[src/rtl/board_init.sv]
// board_init: Flood-It board generator; fills the board RAM with LFSR colours on request.
// Optional BOARD_INIT_RETRY_CAP_EN bounds rejection sampling to 8 candidates per cell.
module board_init #(
    parameter int unsigned MAX_SIZE = 26,
    parameter int unsigned ADDR_W   = 10,
    parameter logic [15:0] SEED     = 16'hACE1
) (
    input  logic              MASTER_CLOCK,
    input  logic              RESET_N,
    input  logic              INITIALIZE_BOARD,
    input  logic [4:0]        SIZE,
    input  logic [3:0]        COLOR_NUM,
    output logic              WR_EN,
    output logic [ADDR_W-1:0] WR_ADDR,
    output logic [2:0]        WR_DATA,
    output logic              BOARD_READY,
    output logic              BUSY,
    output logic [2:0]        ORIGIN_COLOR
);

    localparam logic [15:0]       LfsrMask = 16'hB400;
    localparam logic [4:0]        MaxSize  = 5'(MAX_SIZE);
    localparam logic [ADDR_W-1:0] Stride   = ADDR_W'(MAX_SIZE);

    typedef enum logic [1:0] {StIdle, StFill, StDone} state_e;

    state_e            state_q, state_d;
    logic [15:0]       lfsr_q, lfsr_d, lfsr_shift;
    logic [4:0]        size_q, size_d;
    logic [3:0]        ncol_q, ncol_d;
    logic [4:0]        row_q, row_d;
    logic [4:0]        col_q, col_d;
    logic [ADDR_W-1:0] row_base_q, row_base_d;
    logic              wr_en_q, wr_en_d;
    logic [ADDR_W-1:0] wr_addr_q, wr_addr_d;
    logic [2:0]        wr_data_q, wr_data_d;
    logic              ready_q, ready_d;
    logic              busy_q, busy_d;
    logic [2:0]        origin_q, origin_d;
    logic [2:0]        cand, accept_data;
    logic              accept, last_col, last_row;
`ifdef BOARD_INIT_RETRY_CAP_EN
    logic [2:0]        rej_q, rej_d;
`endif

    always_ff @(posedge MASTER_CLOCK or negedge RESET_N) begin
        if (!RESET_N) begin
            state_q    <= StIdle;
            lfsr_q     <= SEED;
            size_q     <= 5'd0;
            ncol_q     <= 4'd0;
            row_q      <= 5'd0;
            col_q      <= 5'd0;
            row_base_q <= '0;
            wr_en_q    <= 1'b0;
            wr_addr_q  <= '0;
            wr_data_q  <= 3'd0;
            ready_q    <= 1'b0;
            busy_q     <= 1'b0;
            origin_q   <= 3'd0;
`ifdef BOARD_INIT_RETRY_CAP_EN
            rej_q      <= 3'd0;
`endif
        end else begin
            state_q    <= state_d;
            lfsr_q     <= lfsr_d;
            size_q     <= size_d;
            ncol_q     <= ncol_d;
            row_q      <= row_d;
            col_q      <= col_d;
            row_base_q <= row_base_d;
            wr_en_q    <= wr_en_d;
            wr_addr_q  <= wr_addr_d;
            wr_data_q  <= wr_data_d;
            ready_q    <= ready_d;
            busy_q     <= busy_d;
            origin_q   <= origin_d;
`ifdef BOARD_INIT_RETRY_CAP_EN
            rej_q      <= rej_d;
`endif
        end
    end

    // Galois step runs every cycle regardless of state so request timing adds entropy.
    always_comb begin
        lfsr_shift = {1'b0, lfsr_q[15:1]} ^ (lfsr_q[0] ? LfsrMask : 16'h0000);
        lfsr_d     = (lfsr_shift == 16'h0000) ? 16'h0001 : lfsr_shift;
    end

    always_comb begin
        state_d     = state_q;
        size_d      = size_q;
        ncol_d      = ncol_q;
        row_d       = row_q;
        col_d       = col_q;
        row_base_d  = row_base_q;
        wr_en_d     = 1'b0;
        wr_addr_d   = wr_addr_q;
        wr_data_d   = wr_data_q;
        origin_d    = origin_q;
        // Status outputs are registered copies of the state, one edge behind it.
        busy_d      = (state_q == StFill);
        ready_d     = (state_q == StDone);
        cand        = lfsr_q[2:0];
        accept      = 1'b0;
        accept_data = cand;
        last_col    = (col_q == size_q - 5'd1);
        last_row    = (row_q == size_q - 5'd1);
`ifdef BOARD_INIT_RETRY_CAP_EN
        rej_d       = rej_q;
`endif

        unique case (state_q)
            StIdle: begin
                if (INITIALIZE_BOARD && !ready_q) begin
                    if (SIZE < 5'd2) begin
                        size_d = 5'd2;
                    end else if (SIZE > MaxSize) begin
                        size_d = MaxSize;
                    end else begin
                        size_d = SIZE;
                    end
                    if (COLOR_NUM < 4'd2) begin
                        ncol_d = 4'd2;
                    end else if (COLOR_NUM > 4'd8) begin
                        ncol_d = 4'd8;
                    end else begin
                        ncol_d = COLOR_NUM;
                    end
                    row_d      = 5'd0;
                    col_d      = 5'd0;
                    row_base_d = '0;
`ifdef BOARD_INIT_RETRY_CAP_EN
                    rej_d      = 3'd0;
`endif
                    state_d    = StFill;
                end
            end

            StFill: begin
                if (!INITIALIZE_BOARD) begin
                    state_d = StIdle;
                end else begin
                    if ({1'b0, cand} < ncol_q) begin
                        accept = 1'b1;
                    end
`ifdef BOARD_INIT_RETRY_CAP_EN
                    // Eighth candidate for a cell is forced legal; colour count is at least 2.
                    else if (rej_q == 3'd7) begin
                        accept      = 1'b1;
                        accept_data = cand & 3'b001;
                    end
`endif
                    if (accept) begin
                        wr_en_d   = 1'b1;
                        wr_addr_d = row_base_q + ADDR_W'(col_q);
                        wr_data_d = accept_data;
                        if (row_q == 5'd0 && col_q == 5'd0) begin
                            origin_d = accept_data;
                        end
`ifdef BOARD_INIT_RETRY_CAP_EN
                        rej_d = 3'd0;
`endif
                        if (last_col) begin
                            col_d      = 5'd0;
                            row_d      = row_q + 5'd1;
                            row_base_d = row_base_q + Stride;
                            if (last_row) begin
                                state_d = StDone;
                            end
                        end else begin
                            col_d = col_q + 5'd1;
                        end
                    end else begin
`ifdef BOARD_INIT_RETRY_CAP_EN
                        rej_d = rej_q + 3'd1;
`endif
                    end
                end
            end

            StDone: begin
                if (!INITIALIZE_BOARD) begin
                    state_d = StIdle;
                end
            end

            default: begin
                state_d = StIdle;
            end
        endcase
    end

    assign WR_EN        = wr_en_q;
    assign WR_ADDR      = wr_addr_q;
    assign WR_DATA      = wr_data_q;
    assign BOARD_READY  = ready_q;
    assign BUSY         = busy_q;
    assign ORIGIN_COLOR = origin_q;

endmodule

[config.mk]
export PLATFORM = sky130hd
export DESIGN_NAME = board_init
export DESIGN_NICKNAME = d
export VERILOG_FILES = /design/src/rtl/board_init.sv
export SDC_FILE = /design/constraint.sdc
export NUM_CORES = 1
export LEC_CHECK = 0
export BUFFER_PORTS_ARGS = -buffer_cell sky130_fd_sc_hd__buf_4
export CAP_MARGIN = 10
export CORE_AREA = 3 3 85 87
export CTS_BUF_LIST = sky130_fd_sc_hd__clkbuf_4 sky130_fd_sc_hd__clkbuf_8 sky130_fd_sc_hd__clkbuf_16
export CTS_CLUSTER_DIAMETER = 60
export DETAILED_ROUTE_END_ITERATION = 8
export DIE_AREA = 0 0 88 90
export PLACE_DENSITY = 0.68
export SLEW_MARGIN = 20
export SYNTH_ARGS = -nofsm -noshare
export SYNTH_HDL_FRONTEND = slang
export SYNTH_SLANG_ARGS = --single-unit
export TNS_END_PERCENT = 100
[constraint.sdc]
create_clock -name MASTER_CLOCK -period 2.02 [get_ports MASTER_CLOCK]
set_input_delay 0.101 -clock MASTER_CLOCK [delete_from_list [all_inputs] [get_ports MASTER_CLOCK]]
set_output_delay 0.101 -clock MASTER_CLOCK [all_outputs]
set_load 0.02 [all_outputs]
==> run_results.csv, run 1 <==
group,metric,value,unit
global_routing,grt_overflow_total,0,
place,place_area,0.003596,mm^2
route,met1Wirelength,3172,um
place,dpl.hpwl,4618,um
synth,netlist_top_cells_area,"dfrtp_1 44%, dfstp_2 6.5%, ha_1 4.7%, xnor2_1 4.6%, nand2_1 4.3%",
floorplan,fp-row-count,29,
route,drc,0,
worst_setup_path,worstPathRequired,2270,ps
final_layout,diodes,0,
timing,hold_viol,0,
timing,fin_skew,14.48,ps
clock_tree,clkSinkCount,65,
global_routing,grt_max_degree,66,
worst_setup_path,rr_worst_depth,7,
global_routing,grt_pass1_wl,11170,um
synth,ys_seq_area_share,50.97,%
hold_path,hp-class,"primary input to flip-flop",
run,max_cap_viol_count,0,
place,gp_congestion,0.8438,
synth,yosysWarnings,0,
timing,setup-violations-final,0,
timing,slew_viol_final,0,
route,post_drt_wl_per_cell,14.69,um
route,firstDrtPassIters,4,
synth,ys_ff_latch,65,
synth,yosysTopAreaCellShare,44.43,%
route,vias,2438,
route,via_per_inst,5.442,
worst_setup_path,path_class,"flip-flop to flip-flop",
synth,synthCells,320,
synth,yosysMostFrequentCell,"dfrtp_1",
timing,period_share,97.78,%
floorplan,dieWidth,88,um
final_layout,fin_nets,391,
route,wl_met2,3067,um
synth,synth_area,0.003211,mm^2
hold_path,hold_depth,2,
route,highest_layer,"met4",
synth,avgSynthCellArea,10.03,um^2
power,leakagePower,0.001810,uW
floorplan,start_util,49.99,%
power,ir_worst_vdd,0.3673,mV
final_layout,final_area,0.003950,mm^2
global_routing,track_usage,17.87,%
worst_setup_path,cp-start-kind,"flip-flop",
floorplan,die_y,90,um
synth,synth_nets,345,
timing,slew-limit-headroom,45.63,%
clock_tree,numCtsBuffers,9,
worst_setup_path,arrival,2230,ps
global_routing,antenna_found_initial,0,
synth,synth_edf_count,0,
run_status,outcome,"finished clean",
clock_tree,clockBufferDepth,2,
floorplan,die_area,0.007920,mm^2
route,dr.first_iter.drc_count,108,
timing,period_needed,1975,ps
clock_tree,htree_num_levels,3,
final_layout,syn_to_final_growth,23.03,%
global_routing,grt_pass1_vias,2355,
clock_tree,clkTransAtPathRegs,80,ps
final_layout,drive_above_1_share,28.30,%
clock_tree,clkLatencyLatePin,350,ps
floorplan,ios,31,
synth,netlist-cell-type-count,47,
synth,synthFlopType,"dfrtp_1",
route,dr_wl_met3,227,um
route,detail-route-antenna-nets,0,
worst_setup_path,cp-end-kind,"flip-flop",
final_layout,fillers,546,
timing,fmax,506.3,MHz
timing,worst_pin_slew,815.6,ps
synth,synth_area_leader_cell,"dfrtp_1",
route,routed_wl,6582,um
clock_tree,cts_tree,"done",
power,p_total,4121,uW
worst_setup_path,worstPathMaxFanout,6,
synth,synth_common_cells,"57 x dfrtp_1, 37 x nand2_1, 24 x o21ai_0",
clock_tree,root_buffer,"clkbuf_8",
place,io_buffers,30,
floorplan,core_area,0.006422,mm^2
timing,rsz0062_at_grt,"yes",
power,power_density,1043,mW/mm^2
synth,async_flop_share,100.0,%
[registers in the layout, summed over array words and instances, names as in the netlist]
name	count
ncol_q	4
WR_EN	1
col_q	5
WR_DATA	3
WR_ADDR	10
ORIGIN_COLOR	3
lfsr_q	16
row_base_q	9
state_q	2
BOARD_READY	1
row_q	5
BUSY	1
size_q	5
[stage by stage]
step	instances	TNS (ps)	setup slack (ps)	hold slack, ps	util (%)
2_1_floorplan	320	0	70.84	-194.6	-
3_3_place_gp	424	0	58.99	241.9	55.99
5_1_grt	448	-29.76	-20.14	2.908	61.50
4_1_cts	445	0	12.20	1.794	60.00
3_5_place_dp	424	-12.57	-12.57	245.0	55.99
6_report	448	0	44.76	13.02	61.50
[critical path, stage by stage (launching register included)]
cell	delay, ps
dfrtp_1	410
inv_2	90
ha_4	210
xnor2_2	140
nor3_2	220
nand3_2	200
or4_1	540
o221ai_1	80
[logic make-up after synthesis]
logic type      count (synthesis)  synth area share [%]
simple gates                   95                 14.77
compound gates                 71                 14.19
flops                          65                 50.97
buf+inv                        45                 5.534
xor+xnor                       23                 6.742
fa+ha+maj                      13                 5.300
mux                             7                 2.377
other cells                     1                0.1168
[final timing paths]
check	slack [ps]	end	from
max	40	row_base_q[4]	size_q[1]
min	10	size_q[3]	SIZE[3]
max reg2reg	40	row_base_q[4]	size_q[1]
min reg2reg	370	lfsr_q[6]	lfsr_q[7]
max in group asynchronous	1040	size_q[2]	RESET_N
min in group asynchronous	390	WR_EN	RESET_N
[cells in the final DEF (no fill, tap or decap), types with 3 or more instances in the layout]
cell / instances
or2_2: 3
nand2_1: 37
dfrtp_1: 56
inv_2: 3
xor2_1: 5
nand2b_1: 5
a31oi_1: 10
dfstp_2: 8
nor3_1: 4
dlygate4sd3_1: 5
o21ai_0: 24
inv_1: 18
buf_6: 3
or4_1: 4
nor4_1: 3
nor2_1: 8
o21a_1: 3
or3_1: 4
xnor2_1: 16
nand4_1: 4
a21oi_1: 6
ha_1: 11
mux2_2: 5
buf_4: 50
clkbuf_8: 9
o31ai_1: 3
nand3_1: 11
a21o_1: 6
[layout make-up]
class	count	area, um^2	share of cell area [%]
repair buffers	59	464.2	11.75
well taps	77	96.34	2.439
inverters	21	78.83	1.996
flip-flops and latches	65	1638	41.46
multi-input cells	210	1471	37.25
clock buffers	9	123.9	3.136
clock inverters	7	77.57	1.964
[where the power goes]
part / switching (uW) / leakage, uW / total (uW) / internal (uW)
clock network: 542 / 0.000100 / 1120 / 580
logic: 683 / 0.000899 / 1300 / 619
registers: 180 / 0.000810 / 1700 / 1520
[per-layer routing]
metal	GRT usage, %	up-vias
li1	-	1203
met1	25.22	1185
met2	26.63	40
met3	3.291	10
met4	7.673	0
met5	0	-
[timing repair]
action / 4_1_cts / 5_1_grt
pin swaps: 1 / 4
cloned: 0 / 1
buffers inserted: 0 / 2
hold buffers: 5 / 0
gates resized for setup: 3 / 18
endpoints found under the hold margin: 61 / 0
endpoints found under the setup margin: 6 / 22
(Power assumes the default switching activity.)
==> run 2: changes to the inputs <==
Settings changed: CELL_PAD_IN_SITES_DETAIL_PLACEMENT set to 0, CELL_PAD_IN_SITES_GLOBAL_PLACEMENT set to 1, CORE_AREA 3 3 85 87 to 3 3 92 94, DIE_AREA 0 0 88 90 to 0 0 95 97, HOLD_SLACK_MARGIN set to 0.03, PLACE_DENSITY 0.68 to 0.72.
==> run 2 against run 1 <==
  * Setup slack improved by 63 ps
  * Largest cell class unchanged
  * Critical path depth did not move
  * Combinational power barely moved
==> run_results.csv, run 2 (same netlist as run 1, synthesis figures left out) <==
group,metric,value,unit
run_status,outcome,"finished clean",
clock_tree,post_cts_buffers,0,
timing,hold_viol,0,
worst_setup_path,critPathTopFamily,"simple AND/OR/NAND/NOR gates",
route,routed_wl,6666,um
place,gp_congestion,0.8226,
worst_setup_path,cp.buffers_inverters,1,
global_routing,track_usage,15.54,%
global_routing,antenna_found_initial,0,
power,leakagePower,0.001813,uW
clock_tree,numCtsBuffers,9,
global_routing,grt_overflow_total,0,
timing,holdWs,47.23,ps
global_routing,grt_pass1_wl,11120,um
final_layout,fillers,710,
timing,slew_viol_final,0,
route,vias,2388,
timing,setup-violations-final,0,
worst_setup_path,path_class,"flip-flop to flip-flop",
worst_setup_path,worstPathRequired,2270,ps
timing,finalWorstSetupSlack,108.2,ps
floorplan,start_util,41.55,%
worst_setup_path,worstPathMaxFanout,4,
final_layout,mostFrequentLayoutCell,"dfrtp_1",
route,firstDrtPassIters,4,
worst_setup_path,path_cells,"inv_1 > ha_1 > xor3_1 > nor3_2 > nand3_2 > or4_1 > o221ai_1",
route,dr.first_iter.drc_count,114,
global_routing,grt.busiest_layer,"met2",
global_routing,grt_max_degree,66,
clock_tree,cts_tree,"done",
final_layout,final_cell_mix,"57 x dfrtp_1, 53 x buf_4, 36 x nand2_1, 24 x o21ai_0, 20 x inv_1",
place,io_buffers,30,
final_layout,fin_nets,395,
clock_tree,htree_num_levels,3,
power,ir_worst_vdd,0.3613,mV
route,detail-route-antenna-nets,0,
final_layout,drive_above_1_share,25.87,%
power,p_int,2599,uW
route,drc,0,
final_layout,largest-register,"lfsr_q",
place,post-place-ws,7.240,ps
worst_setup_path,max_stage_delay,480,ps
final_layout,largest_reg_flops,16,
floorplan,core_area,0.007727,mm^2
floorplan,dieWidth,95,um
worst_setup_path,endpoint,"row_base_q[4]",
final_layout,diodes,0,
global_routing,globalRouteMet2Util,22.34,%
route,post_drt_wl_per_cell,13.97,um
final_layout,final_util,51.20,%
floorplan,ios,31,
place,dpl.hpwl,4804,um
worst_setup_path,cp-startpoint,"size_q[1]",
timing,slew-limit-headroom,45.16,%
power,power_density,1003,mW/mm^2
worst_setup_path,cpMaxStageDelayCell,"or4_1",
worst_setup_path,cp-start-kind,"flip-flop",
timing,worst_pin_slew,822.6,ps
place,place_area,0.003682,mm^2
clock_tree,clockBufferDepth,2,
worst_setup_path,rr_worst_depth,7,
worst_setup_path,cp-end-kind,"flip-flop",
final_layout,syn_to_final_growth,23.23,%
route,via_per_inst,5.006,
power,swShare,34.48,%
global_routing,use_met1,22.07,%
hold_path,hp-class,"primary input to flip-flop",
timing,fmax,523.1,MHz
power,switching_power,1368,uW
clock_tree,clkLatencyLatePin,340,ps
power,p_total,3967,uW
timing,period_share,94.64,%
worst_setup_path,rr_startpoint,"size_q[1]",
run,max_cap_viol_count,0,
worst_setup_path,arrival,2160,ps
global_routing,grt_pass1_vias,2292,
timing,period_needed,1912,ps
floorplan,die_y,97,um
power,clkPwrFrac,25.5,%
power,p_seq_share,42.3,%
worst_setup_path,r2r-end,"row_base_q[4]",
final_layout,final_area,0.003956,mm^2
floorplan,die_area,0.009215,mm^2
clock_tree,clkTransAtPathRegs,70,ps
clock_tree,clkSinkCount,65,
floorplan,fp-row-count,32,
timing,fin_skew,9.239,ps
global_routing,grt.met3_usage,3.810,%
worst_setup_path,r2r_slack,110,ps
power,comb_power_share,32.2,%
clock_tree,root_buffer,"clkbuf_8",
worst_setup_path,cp.depth,7,
==> run 2: worst min path at each step <==
stage | from | to | depth (start not counted)
global placement | RESET_N | WR_EN | 1
detailed placement | RESET_N | WR_EN | 1
finish | SIZE[1] | size_q[1] | 3
floorplan | RESET_N | BOARD_READY | 0
global route | SIZE[1] | size_q[1] | 3
CTS | SIZE[1] | size_q[1] | 3
==> run 2: through the flow <==
step | instances | setup TNS [ps]
6_report | 477 | 0
5_1_grt | 477 | -16.13
4_1_cts | 477 | 0
3_5_place_dp | 453 | 0
3_3_place_gp | 453 | 0
2_1_floorplan | 320 | 0
==> run 2: worst register-to-register path, cell delays in order, from the launching register on <==
cell	delay, ps
dfrtp_1	380
inv_1	70
ha_1	190
xor3_1	240
nor3_2	230
nand3_2	150
or4_1	480
o221ai_1	80
==> run 2: cell type report <==
type	count	area, um^2	area share (%)
tap	102	127.6	3.226
multi-input combinational	210	1415	35.77
sequential	65	1637	41.37
timing repair buffer	63	518.0	13.09
inverter	21	78.83	1.992
clock buffer	10	137.6	3.479
clock inverter	6	42.54	1.075
==> run 2: what timing repair did <==
action | 4_1_cts | 5_1_grt
hold buffers | 8 | 0
hold endpoints to repair | 63 | 0
pin swaps | 0 | 0
cloned | 0 | 0
setup endpoints to repair | 2 | 13
gates resized for setup | 1 | 4
==> run 2: power groups by stage <==
stage / clock network [uW] / logic (uW) / registers (uW)
after global placement: 0 / 1240 / 1700
after global routing: 1120 / 1400 / 1710
after CTS: 1050 / 1270 / 1680
after floorplan: 0 / 571 / 1860
after detailed placement: 0 / 1250 / 1710
final: 1010 / 1280 / 1680
==> run 2: routing by layer <==
metal	part of all wire (%)	up-vias
met5	0	-
met4	0.69	0
met3	3.6	4
met2	45	43
met1	51	1134
li1	-	1207
